--- src/rtl/alu_pkg.sv ---
// Shared opcodes, FSM state type and flag indices for the multi-cycle ALU.
// Also provides a helper that maps an opcode to the operands it requires.
package alu_pkg;

  typedef enum logic [3:0] {
    ARITH_ADD     = 4'b0000,
    ARITH_SUB     = 4'b0001,
    ARITH_ADDC    = 4'b0010,
    ARITH_SUBC    = 4'b0011,
    ARITH_INC_A   = 4'b0100,
    ARITH_DEC_A   = 4'b0101,
    ARITH_INC_B   = 4'b0110,
    ARITH_DEC_B   = 4'b0111,
    ARITH_CMP     = 4'b1000,
    ARITH_MUL_INC = 4'b1001,
    ARITH_MUL_SHL = 4'b1010
  } arith_op_e;

  typedef enum logic [3:0] {
    LOGIC_AND   = 4'b0000,
    LOGIC_NAND  = 4'b0001,
    LOGIC_OR    = 4'b0010,
    LOGIC_NOR   = 4'b0011,
    LOGIC_XOR   = 4'b0100,
    LOGIC_XNOR  = 4'b0101,
    LOGIC_NOT_A = 4'b0110,
    LOGIC_NOT_B = 4'b0111,
    LOGIC_SHR_A = 4'b1000,
    LOGIC_SHL_A = 4'b1001,
    LOGIC_SHR_B = 4'b1010,
    LOGIC_SHL_B = 4'b1011,
    LOGIC_ROL   = 4'b1100,
    LOGIC_ROR   = 4'b1101
  } logic_op_e;

  typedef enum logic {
    ST_IDLE = 1'b0,
    ST_MUL  = 1'b1
  } alu_state_e;

  localparam int FLAG_ERR   = 0;
  localparam int FLAG_OFLOW = 1;
  localparam int FLAG_COUT  = 2;
  localparam int FLAG_G     = 3;
  localparam int FLAG_L     = 4;
  localparam int FLAG_E     = 5;
  localparam int NUM_FLAGS  = 6;

  // Returns the VALID mask an opcode needs: 11 two-operand, 01 A-only,
  // 10 B-only, 00 for an unused opcode.
  function automatic logic [1:0] operands_needed(input logic mode, input logic [3:0] cmd);
    logic [1:0] need;
    need = 2'b00;
    if (mode) begin
      case (cmd)
        ARITH_ADD, ARITH_SUB, ARITH_ADDC, ARITH_SUBC,
        ARITH_CMP, ARITH_MUL_INC, ARITH_MUL_SHL: need = 2'b11;
        ARITH_INC_A, ARITH_DEC_A:                need = 2'b01;
        ARITH_INC_B, ARITH_DEC_B:                need = 2'b10;
        default:                                 need = 2'b00;
      endcase
    end else begin
      case (cmd)
        LOGIC_AND, LOGIC_NAND, LOGIC_OR, LOGIC_NOR,
        LOGIC_XOR, LOGIC_XNOR, LOGIC_ROL, LOGIC_ROR: need = 2'b11;
        LOGIC_NOT_A, LOGIC_SHR_A, LOGIC_SHL_A:       need = 2'b01;
        LOGIC_NOT_B, LOGIC_SHR_B, LOGIC_SHL_B:       need = 2'b10;
        default:                                     need = 2'b00;
      endcase
    end
    return need;
  endfunction

endpackage

--- src/rtl/alu_mul_seq.sv ---
// Iterative shift-add multiplier: one partial product per enabled cycle.
// done is combinational and marks the cycle whose edge performs the last step.
module alu_mul_seq #(
  parameter int WIDTH = 8
) (
  input  logic               clk,
  input  logic               rst,
  input  logic               ce,
  input  logic               start,
  input  logic [WIDTH:0]     a,
  input  logic [WIDTH-1:0]   b,
  input  logic [WIDTH:0]     acc_init,
  output logic               busy,
  output logic               done,
  output logic [2*WIDTH:0]   product
);
  localparam int CW = (WIDTH > 1) ? $clog2(WIDTH) : 1;

  logic [2*WIDTH:0] acc;
  logic [2*WIDTH:0] mcand;
  logic [2*WIDTH:0] partial;
  logic [WIDTH-1:0] mplier;
  logic [CW-1:0]    cnt;

  assign partial = mplier[0] ? mcand : '0;
  assign product = acc + partial;
  assign done    = busy && ce && (cnt == CW'(WIDTH - 1));

  always_ff @(posedge clk) begin
    if (rst) begin
      busy   <= 1'b0;
      acc    <= '0;
      mcand  <= '0;
      mplier <= '0;
      cnt    <= '0;
    end else if (ce) begin
      if (start && !busy) begin
        busy   <= 1'b1;
        acc    <= {{WIDTH{1'b0}}, acc_init};
        mcand  <= {{WIDTH{1'b0}}, a};
        mplier <= b;
        cnt    <= '0;
      end else if (busy) begin
        acc    <= product;
        mcand  <= mcand << 1;
        mplier <= mplier >> 1;
        cnt    <= cnt + CW'(1);
        if (cnt == CW'(WIDTH - 1)) busy <= 1'b0;
      end
    end
  end

endmodule

--- src/rtl/alu_mc.sv ---
// Multi-cycle ALU: registered single-cycle arithmetic/logic ops plus two
// multiply flavours executed by an iterative shift-add unit.
module alu_mc
  import alu_pkg::*;
#(
  parameter int WIDTH = 8
) (
  input  logic               CLK,
  input  logic               RST,
  input  logic [WIDTH-1:0]   OPA,
  input  logic [WIDTH-1:0]   OPB,
  input  logic               CIN,
  input  logic               CE,
  input  logic               MODE,
  input  logic [3:0]         CMD,
  input  logic [1:0]         VALID,
  output logic               IN_READY,
  output logic [2*WIDTH-1:0] RES,
  output logic               OUT_VALID,
  output logic               ERR,
  output logic               OFLOW,
  output logic               COUT,
  output logic               G,
  output logic               L,
  output logic               E,
  output alu_state_e         fsm_state
);
  // Handshake: an operation is taken on a CLK edge where CE=1, VALID!=00 and
  // IN_READY=1; inputs are ignored otherwise. Each result is a one-cycle
  // OUT_VALID strobe, RES and flags hold until the next result.
  localparam int SHW = $clog2(WIDTH);

  alu_state_e           state, state_nxt;
  logic [2*WIDTH-1:0]   res_q, op_res;
  logic [NUM_FLAGS-1:0] flags_q, op_flags, mul_flags;
  logic [WIDTH:0]       wide, mul_a, mul_init;
  logic [1:0]           need;
  logic                 rot_err, op_is_mul, op_is_mul_inc, mul_inc_q, out_valid_q;
  logic                 in_ready, accept, start_mul, mul_busy, mul_done;
  logic [2*WIDTH:0]     mul_product;
  int unsigned          rot_amt;

  always_comb begin
    op_res        = '0;
    op_flags      = '0;
    op_is_mul     = 1'b0;
    op_is_mul_inc = 1'b0;
    wide          = '0;
    mul_a         = '0;
    mul_init      = '0;
    need          = operands_needed(MODE, CMD);
    rot_amt       = 32'(OPB[SHW-1:0]);
    if (rot_amt >= 32'(WIDTH)) rot_amt = rot_amt - 32'(WIDTH);
    rot_err = !MODE && (CMD == LOGIC_ROL || CMD == LOGIC_ROR) && ((OPB >> SHW) != '0);

    if (need == 2'b00 || (VALID & need) != need || rot_err) begin
      op_flags[FLAG_ERR] = 1'b1;
    end else if (MODE) begin
      case (CMD)
        ARITH_ADD, ARITH_ADDC, ARITH_INC_A, ARITH_INC_B: begin
          if (CMD == ARITH_INC_A)      wide = {1'b0, OPA} + (WIDTH+1)'(1);
          else if (CMD == ARITH_INC_B) wide = {1'b0, OPB} + (WIDTH+1)'(1);
          else wide = {1'b0, OPA} + {1'b0, OPB} + {{WIDTH{1'b0}}, CIN & (CMD == ARITH_ADDC)};
          op_flags[FLAG_COUT] = wide[WIDTH];
          op_res = {{(WIDTH-1){1'b0}}, wide};
        end
        ARITH_SUB, ARITH_SUBC, ARITH_DEC_A, ARITH_DEC_B: begin
          if (CMD == ARITH_DEC_A)      wide = {1'b0, OPA} - (WIDTH+1)'(1);
          else if (CMD == ARITH_DEC_B) wide = {1'b0, OPB} - (WIDTH+1)'(1);
          else wide = {1'b0, OPA} - {1'b0, OPB} - {{WIDTH{1'b0}}, CIN & (CMD == ARITH_SUBC)};
          op_flags[FLAG_OFLOW] = wide[WIDTH];
          op_res = {{WIDTH{1'b0}}, wide[WIDTH-1:0]};
        end
        ARITH_CMP: begin
          op_flags[FLAG_G] = OPA > OPB;
          op_flags[FLAG_L] = OPA < OPB;
          op_flags[FLAG_E] = OPA == OPB;
        end
        ARITH_MUL_INC: begin
          // (A+1)*(B+1) = (A+1)*B + (A+1): seed the accumulator with A+1
          op_is_mul     = 1'b1;
          op_is_mul_inc = 1'b1;
          mul_a         = {1'b0, OPA} + (WIDTH+1)'(1);
          mul_init      = mul_a;
        end
        default: begin
          op_is_mul = 1'b1;
          mul_a     = {1'b0, OPA[WIDTH-2:0], 1'b0};
        end
      endcase
    end else begin
      case (CMD)
        LOGIC_AND:   op_res[WIDTH-1:0] = OPA & OPB;
        LOGIC_NAND:  op_res[WIDTH-1:0] = ~(OPA & OPB);
        LOGIC_OR:    op_res[WIDTH-1:0] = OPA | OPB;
        LOGIC_NOR:   op_res[WIDTH-1:0] = ~(OPA | OPB);
        LOGIC_XOR:   op_res[WIDTH-1:0] = OPA ^ OPB;
        LOGIC_XNOR:  op_res[WIDTH-1:0] = ~(OPA ^ OPB);
        LOGIC_NOT_A: op_res[WIDTH-1:0] = ~OPA;
        LOGIC_NOT_B: op_res[WIDTH-1:0] = ~OPB;
        LOGIC_SHR_A: op_res[WIDTH-1:0] = OPA >> 1;
        LOGIC_SHL_A: op_res[WIDTH-1:0] = OPA << 1;
        LOGIC_SHR_B: op_res[WIDTH-1:0] = OPB >> 1;
        LOGIC_SHL_B: op_res[WIDTH-1:0] = OPB << 1;
        LOGIC_ROL:   op_res[WIDTH-1:0] = WIDTH'(({OPA, OPA} << rot_amt) >> WIDTH);
        default:     op_res[WIDTH-1:0] = WIDTH'({OPA, OPA} >> rot_amt);
      endcase
    end
  end

  always_comb begin
    in_ready  = (state == ST_IDLE) && !mul_busy;
    accept    = CE && (VALID != 2'b00) && in_ready;
    start_mul = accept && op_is_mul;
    state_nxt = state;
    case (state)
      ST_IDLE: if (start_mul) state_nxt = ST_MUL;
      ST_MUL:  if (mul_done)  state_nxt = ST_IDLE;
      default: state_nxt = ST_IDLE;
    endcase
  end

  always_ff @(posedge CLK) begin
    if (RST)     state <= ST_IDLE;
    else if (CE) state <= state_nxt;
  end

  always_comb begin
    mul_flags             = '0;
    mul_flags[FLAG_OFLOW] = mul_inc_q && mul_product[2*WIDTH];
  end

  always_ff @(posedge CLK) begin
    if (RST) begin
      res_q       <= '0;
      flags_q     <= '0;
      out_valid_q <= 1'b0;
      mul_inc_q   <= 1'b0;
    end else if (!CE) begin
      out_valid_q <= 1'b0;
    end else if (mul_done) begin
      res_q       <= mul_product[2*WIDTH-1:0];
      flags_q     <= mul_flags;
      out_valid_q <= 1'b1;
    end else if (accept && !op_is_mul) begin
      res_q       <= op_res;
      flags_q     <= op_flags;
      out_valid_q <= 1'b1;
    end else begin
      out_valid_q <= 1'b0;
      if (start_mul) mul_inc_q <= op_is_mul_inc;
    end
  end

  alu_mul_seq #(.WIDTH(WIDTH)) u_mul (
    .clk      (CLK),
    .rst      (RST),
    .ce       (CE),
    .start    (start_mul),
    .a        (mul_a),
    .b        (OPB),
    .acc_init (mul_init),
    .busy     (mul_busy),
    .done     (mul_done),
    .product  (mul_product)
  );

  assign IN_READY  = in_ready;
  assign RES       = res_q;
  assign OUT_VALID = out_valid_q;
  assign ERR       = flags_q[FLAG_ERR];
  assign OFLOW     = flags_q[FLAG_OFLOW];
  assign COUT      = flags_q[FLAG_COUT];
  assign G         = flags_q[FLAG_G];
  assign L         = flags_q[FLAG_L];
  assign E         = flags_q[FLAG_E];
  assign fsm_state = state;

endmodule

--- config.mk ---
export PLATFORM = sky130hd
export DESIGN_NAME = alu_mc
export DESIGN_NICKNAME = d
export VERILOG_FILES = /design/src/rtl/alu_pkg.sv /design/src/rtl/alu_mul_seq.sv /design/src/rtl/alu_mc.sv
export SDC_FILE = /design/constraint.sdc
export NUM_CORES = 1
export LEC_CHECK = 0
export BUFFER_PORTS_ARGS = -buffer_cell sky130_fd_sc_hd__buf_2
export CELL_PAD_IN_SITES_DETAIL_PLACEMENT = 2
export CELL_PAD_IN_SITES_GLOBAL_PLACEMENT = 2
export CORE_MARGIN = 5
export CORE_UTILIZATION = 30
export CTS_BUF_LIST = sky130_fd_sc_hd__clkbuf_2
export DETAILED_ROUTE_END_ITERATION = 7
export HOLD_SLACK_MARGIN = 0.12
export PLACE_DENSITY = 0.71
export SYNTH_ARGS = -nofsm -noshare
export SYNTH_HDL_FRONTEND = slang
export SYNTH_SLANG_ARGS = --single-unit
--- constraint.sdc ---
create_clock -name CLK -period 3.75 [get_ports CLK]
set_clock_uncertainty 0.15 [all_clocks]
set_input_delay 0.5625 -clock CLK [delete_from_list [all_inputs] [get_ports CLK]]
set_output_delay 0.5625 -clock CLK [all_outputs]
set_load 0.05 [all_outputs]
Word level (Yosys, flattened, before mapping)
Memories as Yosys holds them, arrays and structs flattened.
Index checks and enable logic that the tools add are counted.
- register bits after elaboration: 71
- latch bits: 0
- bits in writable memories: 0
- memory bits (read-only): 64
- memories: 2
- add/subtract/negate cells: 10
- multiply operators: 0
- div/mod/pow operators: 0
- $lt $le $gt $ge: 2
- eq/ne operators: 16
- shifts and indexed selects: 2
- multiplexer cells: 49
- bitwise operators: 15
- reductions and logical operators: 30
- memories (name ; depth ; width ; read ports ; clocked after memory_dff ; write ports ; RTL line ; text):
    (no name shown) ; 16 ; 2 ; 1 ; 0 ; 0 ; alu_pkg.sv:55 ; case (cmd)
    (no name shown) ; 16 ; 2 ; 1 ; 0 ; 0 ; alu_pkg.sv:63 ; case (cmd)
- operators with widths (operator ; count):
    one-hot mux 8 bit (13 select lines) ; 1
    two-way mux 17 bit ; 5
    two-way mux 9 bit ; 9
    two-way mux 16 bit ; 3
    NOT 8 bit ; 5
    one-hot mux 9 bit (2 select lines) ; 2
    two-way mux 8 bit ; 4
    equality test 4 bit (second input constant) ; 6
    adder 8 x 1 -> 9 bit (second input constant) ; 2
    subtractor 8 x 1 -> 9 bit (second input constant) ; 2
    adder 17 bit ; 1
    equality test 4 x 3 -> 1 bit (second input constant) ; 4
    two-way mux 1 bit ; 16
    << shifter 16 x 3 -> 16 bit ; 1
    >> shifter 16 x 3 -> 8 bit ; 1
    two-way mux 6 bit ; 2
    logical AND 1 bit ; 11
    two-way mux 5 bit ; 2
    adder 8 x 8 -> 9 bit ; 1
    adder 9 x 1 -> 9 bit ; 1
    two-way mux 3 bit ; 3
    OR reduction 9 bit ; 1
    subtractor 8 x 8 -> 9 bit ; 1
    subtractor 9 x 1 -> 9 bit ; 1
    26 further kinds ; 39

Longest topological paths before layout
Gate-level depths: netlist of the first run.
An unclocked memory read counts as a cell.
- depth after elaboration: 11
- gate-level depth with buffers: 15

By module
Synthesis of the first run repeated with hierarchy kept, for this count alone.
- cells, all modules: 999
- area, all modules: 7812.5 um2
- by module, submodules not included (module ; instances ; cells each ; area an instance (um2) ; seq. area each (um2)):
    alu_mc ; 1 ; 675 ; 5102.4 ; 500.5
    alu_mul_seq ; 1 ; 324 ; 2710.1 ; 920.9

Worst setup path after synthesis of the first run
OpenSTA, ideal clock, no wires.
- path type: input port to flip-flop
- start: in CMD[1]
- end: reg flags_q[1]
- library setup time: 0.134 ns
- arrival: 3.270 ns
- data required time: 3.466 ns
- setup slack: 0.196 ns
- stages: 14
- path buffers: 3
- cell sequence: buf_2 -> buf_2 -> buf_1 -> nand4_1 -> fa_1 -> fa_1 -> o21ai_0 -> a211oi_1 -> a21o_1 -> a21oi_1 -> xnor2_1 -> nand2_1 -> a31oi_1 -> a211oi_1
- cells in the longest elaborated chain, start to end: 11
- elaborated cells on any way between the ends: 40
- classes of those cells: add/sub (1); eq/ne (11); mux (11); bitwise (2); reduce/logical (13); memory (2)
- ends and longest elaborated chain (element ; RTL line ; text):
    from (decl) ; alu_mc.sv:15 ; input logic [3:0] CMD,
    parallel branches: the longest is 11 deep, another holds subtractor 9 x 1 -> 9 bit ; - ;
    to (signal assigned) ; alu_mc.sv:143 ; flags_q <= mul_flags;
    to (signal assigned) ; alu_mc.sv:147 ; flags_q <= op_flags;
    to (decl) ; alu_mc.sv:35 ; logic [NUM_FLAGS-1:0] flags_q, op_flags, mul_flags;
Several ways; the timed one is not identified. The select of a mux whose other input is x is not followed.
A chain may end at the register's enable or synchronous reset.

Worst setup path after layout of the first run
- start: reg u_mul.mplier[0]
- end: reg flags_q[1]
- cells in the longest elaborated chain, start to end: 4
- ends and longest elaborated chain (element ; RTL line ; text):
    from (decl) ; alu_mul_seq.sv:22 ; logic [WIDTH-1:0] mplier;
    from (signal assigned) ; alu_mul_seq.sv:46 ; mplier <= mplier >> 1;
    two-way mux 17 bit ; alu_mul_seq.sv:25 ; assign partial = mplier[0] ? mcand : '0;
    adder 17 bit ; alu_mul_seq.sv:26 ; assign product = acc + partial;
    logical AND 1 bit ; alu_mc.sv:130 ; mul_flags[FLAG_OFLOW] = mul_inc_q && mul_product[2*WIDTH];
    two-way mux 6 bit ; alu_mc.sv:141 ; end else if (mul_done) begin
No other way between the ends.

==> metrics.txt, run 1 <==
DRT iter0 DRCs 344; Worst Path Max Fanout 15; area grow syn2layout 11.2%; slew margin rel. 45.3%; CP delay by family, top compound AO/OA/AOI/OAI gates; grt total ovfl 0; Max Used Layer met4; crit end category flip-flop; dpl hpwl 25,500 µm; part of the cycle the worst path needs 91.9%; Slew Limit Fails 0; postcts setup bufs 0; Root Driver clkbuf_2; num rows 57; maximum vdd drop 98.6 µV; Syn Std Cell Area 7420 µm²; width of the die 167 µm; RSZ-0062 raised after global routing false; Met2 Wirelength 15,500 µm; routed wire length 32,600 µm; Via density 5.77; CP required 4070 ps; Cell Pwr Density 240 nW/µm²; I/O pin count 52; min-delay worst type input pin to flip-flop; FF+latch count, synth 71; die area 28,000 µm²; Post-synth top flop dfxtp_1; Wirelength per Cell 24.1 µm; Buffers & Inverters on Critical Path 1; Placer Congestion 0.944; Core Area 24,300 µm²; # placed instances 1,337; slowest stage cell, crit path dfxtp_1; setup TNS 0 ps; layout cells sized above 1 15.6%; initial antenna violation count 0; top-count cell post-synth nor2_1; Mapped Nets 1,072; DRT met1 WL 14,900 µm; vias in the first global route 8,369; element type at the critical path start flip-flop; final-report hold violation count 0; syn avg cell area 7.60 µm²; Die Y 167 µm; total power 0.00198 W; Yosys cell types 79; Final #Nets 1,119; 1st-pass router iterations 4; Final setup violation count 0; Post-Route Utilization 34.0%; Routed Antenna Nets 0; WS Path Type flip-flop to flip-flop; hold buffer count at CTS 0; clock buffer depth 2; Synth warnings 0; status finished clean; Yosys top cell area share 19.2%; # H-tree levels 3; ys async rst share 0%; total of max-cap violations 0; CTS tree yes; WL met3 1080 µm; # clock sinks 71; crit-path cells and2_1 > ha_1 > inv_1 > fa_1 > nor2b_1 > o31ai_1 > a211oi_1 > nor3_1 > o31ai_1 > xnor2_1 > nand3_1 > a211oi_1; Skew-Pair Late Insertion Delay 580 ps; worst path arrival time 3770 ps; post-route insts no fill 1,353; Starting Density 30.5%; Cells after Synth 977; cts repair resizes 0; routed vias 7,807; Tmin final 3440 ps; gr usage total 22.8%; Leakage 3.29 nW; commonest cells in the netlist nor2_1, nand2_1, a21oi_1; n_diodes 0; Synth area leaders dfxtp_1, ha_1, a21oi_1; CTS clk-pin slew, worst paths 230 ps; maximum clock frequency 290 MHz; Worst-Margin Slew 818 ps; I/O Buffers 51; largest net degree at the start of global routing 39; Num CTS Buffers 9; CP max stage delay 610 ps; Post-synth EDFFs 0; post-synthesis sequential area ratio 19.2%; first-pass GRT wire length 50,500 µm; post-synth top area cell dfxtp_1; drt drc 0
## worst paths after layout
| path | cells after the start | start | slack, ps | end |
|---|---|---|---|---|
| worst max-delay path | 12 | u_mul.mplier[0] | 310 | flags_q[1] |
| worst max register to register | 12 | u_mul.mplier[0] | 310 | flags_q[1] |
| worst min register to register | 2 | flags_q[0] | 320 | flags_q[0] |
| worst min-delay path | 3 | OPB[7] | 170 | u_mul.mplier[7] |
## placed cells by master (no fill, tap or decap), drive strengths merged, types with 13 or more instances in the layout
cell and n:
nand3 46, o21ai 46, ha 63, buf 108
mux2i 26, and2 20, a21oi 84, a211oi 23
a31oi 13, inv 35, nor2 95, nand2 86
a22oi 24, dfxtp 71, xnor2 43, nor3 37
## sequential cells by signal, summed over array words and instances (netlist names), 3 cells and up
signal and flops:
u_mul.mplier 8, RES 16, u_mul.acc 17, u_mul.mcand 17, flags_q 6, u_mul.cnt 3
## report_power, final
part	internal (W)	leakage, nW	switching [W]	total [W]
logic	0.000282	2.66	0.000517	0.000799
clock network	0.0000930	0.0635	0.000302	0.000395
registers	0.000772	0.574	0.0000135	0.000786
## per-layer routing
layer  global-route usage (%)  vias up
met4                     8.05        0
met2                     38.5      163
met5                        0        -
li1                         -     3665
met1                     30.2     3924
met3                     2.40       55
## worst reg2reg max path, stage by stage, from the launching register on
cell      delay (ps)
dfxtp_1          610
and2_1           200
ha_1             180
inv_1             60
fa_1             400
nor2b_1          170
o31ai_1          140
a211oi_1         370
nor3_1           140
o31ai_1          410
xnor2_1          200
nand3_1          110
a211oi_1         220
## logic make-up after synthesis
logic type	after synthesis	synth area share (%)
adder cells (fa/ha/maj)	68	12.0
AO/OA/AOI/OAI	276	24.9
buffers and inverters	108	6.46
XOR/XNOR	52	6.14
multiplexers	43	7.45
AND/OR/NAND/NOR	359	24.0
flip-flops	71	19.2
## layout make-up
class | instances | area, µm²
fill | 2902 | 16100
clock buffer | 11 | 55.1
clock inverter | 5 | 35.0
timing repair buffer | 108 | 683
multi-input combinational | 798 | 5520
inverter | 36 | 135
tap | 324 | 405
sequential | 71 | 1420
## per-stage QoR
stage / cell area, µm² / hold slack, ps / setup WS (ps)
6_report: 8260 / 175 / 305
5_1_grt: 8260 / 144 / 56.8
4_1_cts: 8260 / 121 / 231
3_5_place_dp: 8170 / 298 / 115
3_3_place_gp: 8170 / 290 / 217
2_1_floorplan: 7420 / 282 / 196
No activity file was read; power rests on OpenSTA's default activity.
==> run 2: changes to the inputs <==
--- a/config.mk
+++ b/config.mk
@@ -13,7 +13,7 @@
 export CTS_BUF_LIST = sky130_fd_sc_hd__clkbuf_2
 export DETAILED_ROUTE_END_ITERATION = 7
 export HOLD_SLACK_MARGIN = 0.12
-export PLACE_DENSITY = 0.71
+export PLACE_DENSITY = 0.68
 export SYNTH_ARGS = -nofsm -noshare
 export SYNTH_HDL_FRONTEND = slang
 export SYNTH_SLANG_ARGS = --single-unit
==> constraint.sdc (replaced) <==
create_clock -name CLK -period 3.7 [get_ports CLK]
set_clock_uncertainty 0.15 [all_clocks]
set_input_delay 0.555 -clock CLK [delete_from_list [all_inputs] [get_ports CLK]]
set_output_delay 0.555 -clock CLK [all_outputs]
set_load 0.05 [all_outputs]
==> metrics.txt, run 2 (same netlist as run 1, synthesis figures left out) <==
largest net degree at the start of global routing 49 (+26%); vias in the first global route 8,507 (+1.6%); CTS clk-pin slew, worst paths 230 ps (about the same); Starting Density 30.5% (unchanged); slew margin rel. 48.8% (+3.5 points); GRT met1 Usage 31.1% (+0.86 points); Final #Nets 1,130 (+0.98%); crit-path cells buf_12 > and2_1 > ha_1 > inv_1 > fa_1 > nor2b_1 > o31ai_2 > a211oi_2 > nor3_1 > o31ai_1 > xnor2_1 > nand3_1 > a211oi_1; 1st-pass router iterations 4 (unchanged); CP max stage delay 430 ps (-180 ps); Wirelength per Cell 24.2 µm (+0.33%); min-delay worst type input pin to flip-flop; gr usage total 23.3% (+0.49 points); total power 0.00224 W (+13%); dpl hpwl 25,300 µm (-1.0%); die area 28,000 µm² (unchanged); met2 global-route usage 40.7% (+2.3 points); grt total ovfl 0 (unchanged); CP required 4010 ps (-60 ps); # H-tree levels 3 (unchanged); RSZ-0062 raised after global routing false; area grow syn2layout 14.2%; Die Y 167 µm (unchanged); part of the cycle the worst path needs 92.9% (+1.1 points); commonest non-fill, non-tap cell in the layout nor2_1; initial antenna violation count 1 (+1); CTS tree yes; GRT busiest layer met2; I/O Buffers 51 (unchanged); Worst-Margin Slew 765 ps (-52.9 ps); Slew Limit Fails 0 (unchanged); routed vias 7,849 (+0.54%); Placed Instance Area 8290 µm² (+1.5%); status finished clean; worst path arrival time 3750 ps (-20 ps); M3 GR Usage 2.07% (-0.33 points); commonest cells after routing, fill and taps aside nor2_1, nand2_1, a21oi_1; # clock sinks 71 (unchanged); Leakage 3.38 nW (+2.7%); Post-Route Utilization 34.9% (+0.90 points); element type at the critical path start flip-flop; CP delay by family, top compound AO/OA/AOI/OAI gates; maximum vdd drop 138 µV (+40%); slowest stage cell, crit path dfxtp_1; Worst Path Max Fanout 17 (+2); clock buffer depth 2 (unchanged); Tmin final 3440 ps (-7.06 ps); Final setup violation count 0 (unchanged); Placer Congestion 0.964 (+2.1%); post-route insts no fill 1,365 (+0.89%); first-pass GRT wire length 51,800 µm (+2.6%); final-report hold violation count 0 (unchanged); Cell Pwr Density 264 nW/µm² (+10%); Num CTS Buffers 9 (unchanged); Skew-Pair Late Insertion Delay 540 ps (-40 ps); drt drc 0 (unchanged); DRT iter0 DRCs 441 (+28%); Final Cell Area 8480 µm² (+2.7%); Via density 5.75 (-0.35%); routed wire length 33,000 µm (+1.2%); setup TNS 0 ps (unchanged); Routed Antenna Nets 0 (unchanged); I/O pin count 52 (unchanged); total of max-cap violations 0 (unchanged); Core Area 24,300 µm² (unchanged); crit end category flip-flop; width of the die 167 µm (unchanged); Buffers & Inverters on Critical Path 2 (+1); maximum clock frequency 291 MHz (+0.21%); layout cells sized above 1 16.7% (+1.1 points); # placed instances 1,347 (+0.75%); WS Path Type flip-flop to flip-flop; hold buffer count at CTS 0 (unchanged); num rows 57 (unchanged); Root Driver clkbuf_2
run 2: cell count changes in the layout (fill, tap and decap cells not counted), sizes merged:
cell      change
buf          +11
bufinv        +3
clkinv        -3
clkbuf        -2
clkinvlp      +1
diode         +1
inv           +1
run 2: area by class of cell:
cell class	instances	area (µm²)
timing repair buffer	119	816
fill	2859	15800
tap	324	405
clock inverter	7	119
multi-input combinational	798	5530
clock buffer	9	45.0
antenna	1	2.50
sequential	71	1420
inverter	36	135
run 2: per-stage QoR:
step | hold WS (ps) | worst slack, ps
final | 207 | 262
after global routing | 175 | 2.13
after CTS | 152 | 91.9
after detailed placement | 296 | 6.12
after global placement | 293 | 158
after floorplan | 282 | 153
run 2: power by group:
part           switching (W)  internal (W)  total, W
clock               0.000316      0.000292  0.000608
combinational       0.000534      0.000302  0.000836
sequential         0.0000133      0.000783  0.000796
total               0.000863       0.00138   0.00224
run 2: final timing paths:
kind | slack [ps] | startpoint | endpoint | cells after the start
min | 210 | OPB[7] | u_mul.mplier[7] | 3
max | 260 | u_mul.mplier[0] | flags_q[1] | 13
min reg2reg | 320 | u_mul.mplier[1] | u_mul.mplier[0] | 2
max reg2reg | 260 | u_mul.mplier[0] | flags_q[1] | 13
run 2: worst reg2reg max path, cell delays in order, from the launching register on:
cell and delay, ps:
dfxtp_1 430, buf_12 160, and2_1 150, ha_1 210, inv_1 80, fa_1 400
nor2b_1 230, o31ai_2 140, a211oi_2 260, nor3_1 140, o31ai_1 410, xnor2_1 250
nand3_1 130, a211oi_1 230
run 2: layer usage:
metal  vias up  wire (µm)
met5         -          0
met2       159      16400
met1      3983      15100
met4         0        565
met3        30        917
li1       3677          -
run 2: timing repair:
action | CTS | global route
buffers inserted | 0 | 1
endpoints found under the hold margin | 0 | 0
setup endpoints to repair | 0 | 2
resized for setup | 0 | 2
==> run 3: changes to the inputs <==
--- a/config.mk
+++ b/config.mk
@@ -6,14 +6,12 @@
 export NUM_CORES = 1
 export LEC_CHECK = 0
 export BUFFER_PORTS_ARGS = -buffer_cell sky130_fd_sc_hd__buf_2
-export CELL_PAD_IN_SITES_DETAIL_PLACEMENT = 2
-export CELL_PAD_IN_SITES_GLOBAL_PLACEMENT = 2
 export CORE_MARGIN = 5
 export CORE_UTILIZATION = 30
 export CTS_BUF_LIST = sky130_fd_sc_hd__clkbuf_2
 export DETAILED_ROUTE_END_ITERATION = 7
 export HOLD_SLACK_MARGIN = 0.12
-export PLACE_DENSITY = 0.68
+export PLACE_DENSITY = 0.47
 export SYNTH_ARGS = -nofsm -noshare
 export SYNTH_HDL_FRONTEND = slang
 export SYNTH_SLANG_ARGS = --single-unit
==> metrics.txt, run 3 (same netlist as run 1, synthesis figures left out) <==
status complete, but fails checks; failing checks design-rule violations; worst path arrival time 3710 ps (-40 ps); Post-Route Utilization 34.4% (-0.42 points); cell depth of the worst flop-to-flop path 12 (-1); CTS tree yes; Placer Congestion 0.967 (+0.33%); drt drc 2 (+2); 1st-pass router iterations 8 (+4); width of the die 167 µm (unchanged); DRT iter0 DRCs 684 (+55%); gr usage total 20.8% (-2.4 points); postcts setup bufs 0 (unchanged); Tmin final 3330 ps (-106 ps); Placed Instance Area 8220 µm² (-0.81%); initial antenna violation count 2 (+1); slew margin rel. 41.9% (-6.9 points); Core Area 24,300 µm² (unchanged); Starting Density 30.5% (unchanged); M3 GR Usage 2.88% (+0.80 points); layout cells sized above 1 16.2% (-0.50 points); GRT met1 Usage 30.2% (-0.91 points); cts repair resizes 0 (unchanged); routed wire length 29,900 µm (-9.6%); final-report hold violation count 0 (unchanged); min-delay worst type input pin to flip-flop; setup TNS 0 ps (unchanged); Hold Path End u_mul.busy; vias in the first global route 7,370 (-13%); dpl hpwl 22,200 µm (-12%); I/O pin count 52 (unchanged); grt total ovfl 0 (unchanged); crit end category flip-flop; hold buffer count at CTS 0 (unchanged); Final #Nets 1,125 (-0.44%); Routed Antenna Nets 0 (unchanged); commonest non-fill, non-tap cell in the layout nor2_1; WS Path Type flip-flop to flip-flop; maximum vdd drop 154 µV (+11%); clock buffer depth 2 (unchanged); element type at the critical path start flip-flop; r2r setup slk 370 ps (+110 ps); Final Cell Area 8370 µm² (-1.2%); area grow syn2layout 12.8%; Final setup violation count 0 (unchanged); part of the cycle the worst path needs 90.0% (-2.9 points); Die Y 167 µm (unchanged); Leakage 3.36 nW (-0.87%); Via density 5.65 (-1.7%); # clock sinks 71 (unchanged); RSZ-0062 raised after global routing false; maximum clock frequency 300 MHz (+3.2%); Wirelength per Cell 22.0 µm (-9.2%); WHS Path Cells 4 (+1); Cell Pwr Density 260 nW/µm² (-1.6%); hold_ws 141 ps (-66.1 ps); commonest cells after routing, fill and taps aside nor2_1, nand2_1, a21oi_1; Num CTS Buffers 9 (unchanged); CTS clk-pin slew, worst paths 240 ps (about the same); Skew-Pair Late Insertion Delay 590 ps (+50 ps); Reg-to-Reg End flags_q[1]; largest net degree at the start of global routing 42 (-14%); first-pass GRT wire length 46,000 µm (-11%); met2 global-route usage 32.9% (-7.8 points); GRT busiest layer met2; Worst Path Max Fanout 5 (-12); routed vias 7,689 (-2.0%); Root Driver clkbuf_2; I/O Buffers 51 (unchanged); Worst-Margin Slew 872 ps (+107 ps); total of max-cap violations 0 (unchanged); num rows 57 (unchanged); # H-tree levels 3 (unchanged); CP required 4080 ps (+70 ps); Slew Limit Fails 0 (unchanged); die area 28,000 µm² (unchanged); worst reg2reg path startpoint u_mul.mplier[0]; worst hold start CE
-- run 3: area by class of cell --
| type | count | area, µm² |
|---|---|---|
| fill | 2658 | 15900 |
| multi-input combinational | 798 | 5520 |
| sequential | 71 | 1420 |
| timing repair buffer | 114 | 741 |
| tap | 324 | 405 |
| inverter | 36 | 135 |
| clock inverter | 7 | 103 |
| clock buffer | 9 | 45.0 |
| antenna | 1 | 2.50 |
-- run 3: metal layers --
layer | share of wire [%] | wire (µm)
met1 | 46 | 13800
met2 | 44 | 13300
met3 | 7.3 | 2170
met4 | 2.1 | 615
met5 | 0.044 | 13
-- run 3: worst max-delay path by stage --
stage                               start          to  slack (ps)
after floorplan                    CMD[1]  flags_q[1]         150
after global placement             CMD[2]      RES[7]         110
after detailed placement           CMD[2]  flags_q[1]          60
after CTS                 u_mul.mplier[0]  flags_q[1]         370
after global routing      u_mul.mplier[0]  flags_q[1]         120
final                     u_mul.mplier[0]  flags_q[1]         370
-- run 3: per-stage QoR --
step,power (W),worst slack (ps),instances
2_1_floorplan,0.00133,153,977
3_3_place_gp,0.00161,114,1343
3_5_place_dp,0.00160,61.6,1343
4_1_cts,0.00217,366,1359
5_1_grt,0.00228,118,1360
6_report,0.00218,368,1360
-- run 3: report_power, final --
part | switching (W) | internal (W) | leakage (nW) | total (W)
registers | 0.0000147 | 0.000783 | 0.574 | 0.000798
logic | 0.000512 | 0.000292 | 2.69 | 0.000804
clock network | 0.000341 | 0.000235 | 0.0892 | 0.000576
total | 0.000867 | 0.00131 | 3.36 | 0.00218
-- run 3: worst max-delay path: stages, from the launching register on --
cell	delay [ps]
dfxtp_1	510
and2_1	170
ha_1	190
inv_1	70
fa_1	390
nor2b_1	170
o31ai_1	140
a211oi_1	370
nor3_1	160
o31ai_1	370
xnor2_1	200
nand3_1	140
a211oi_1	240
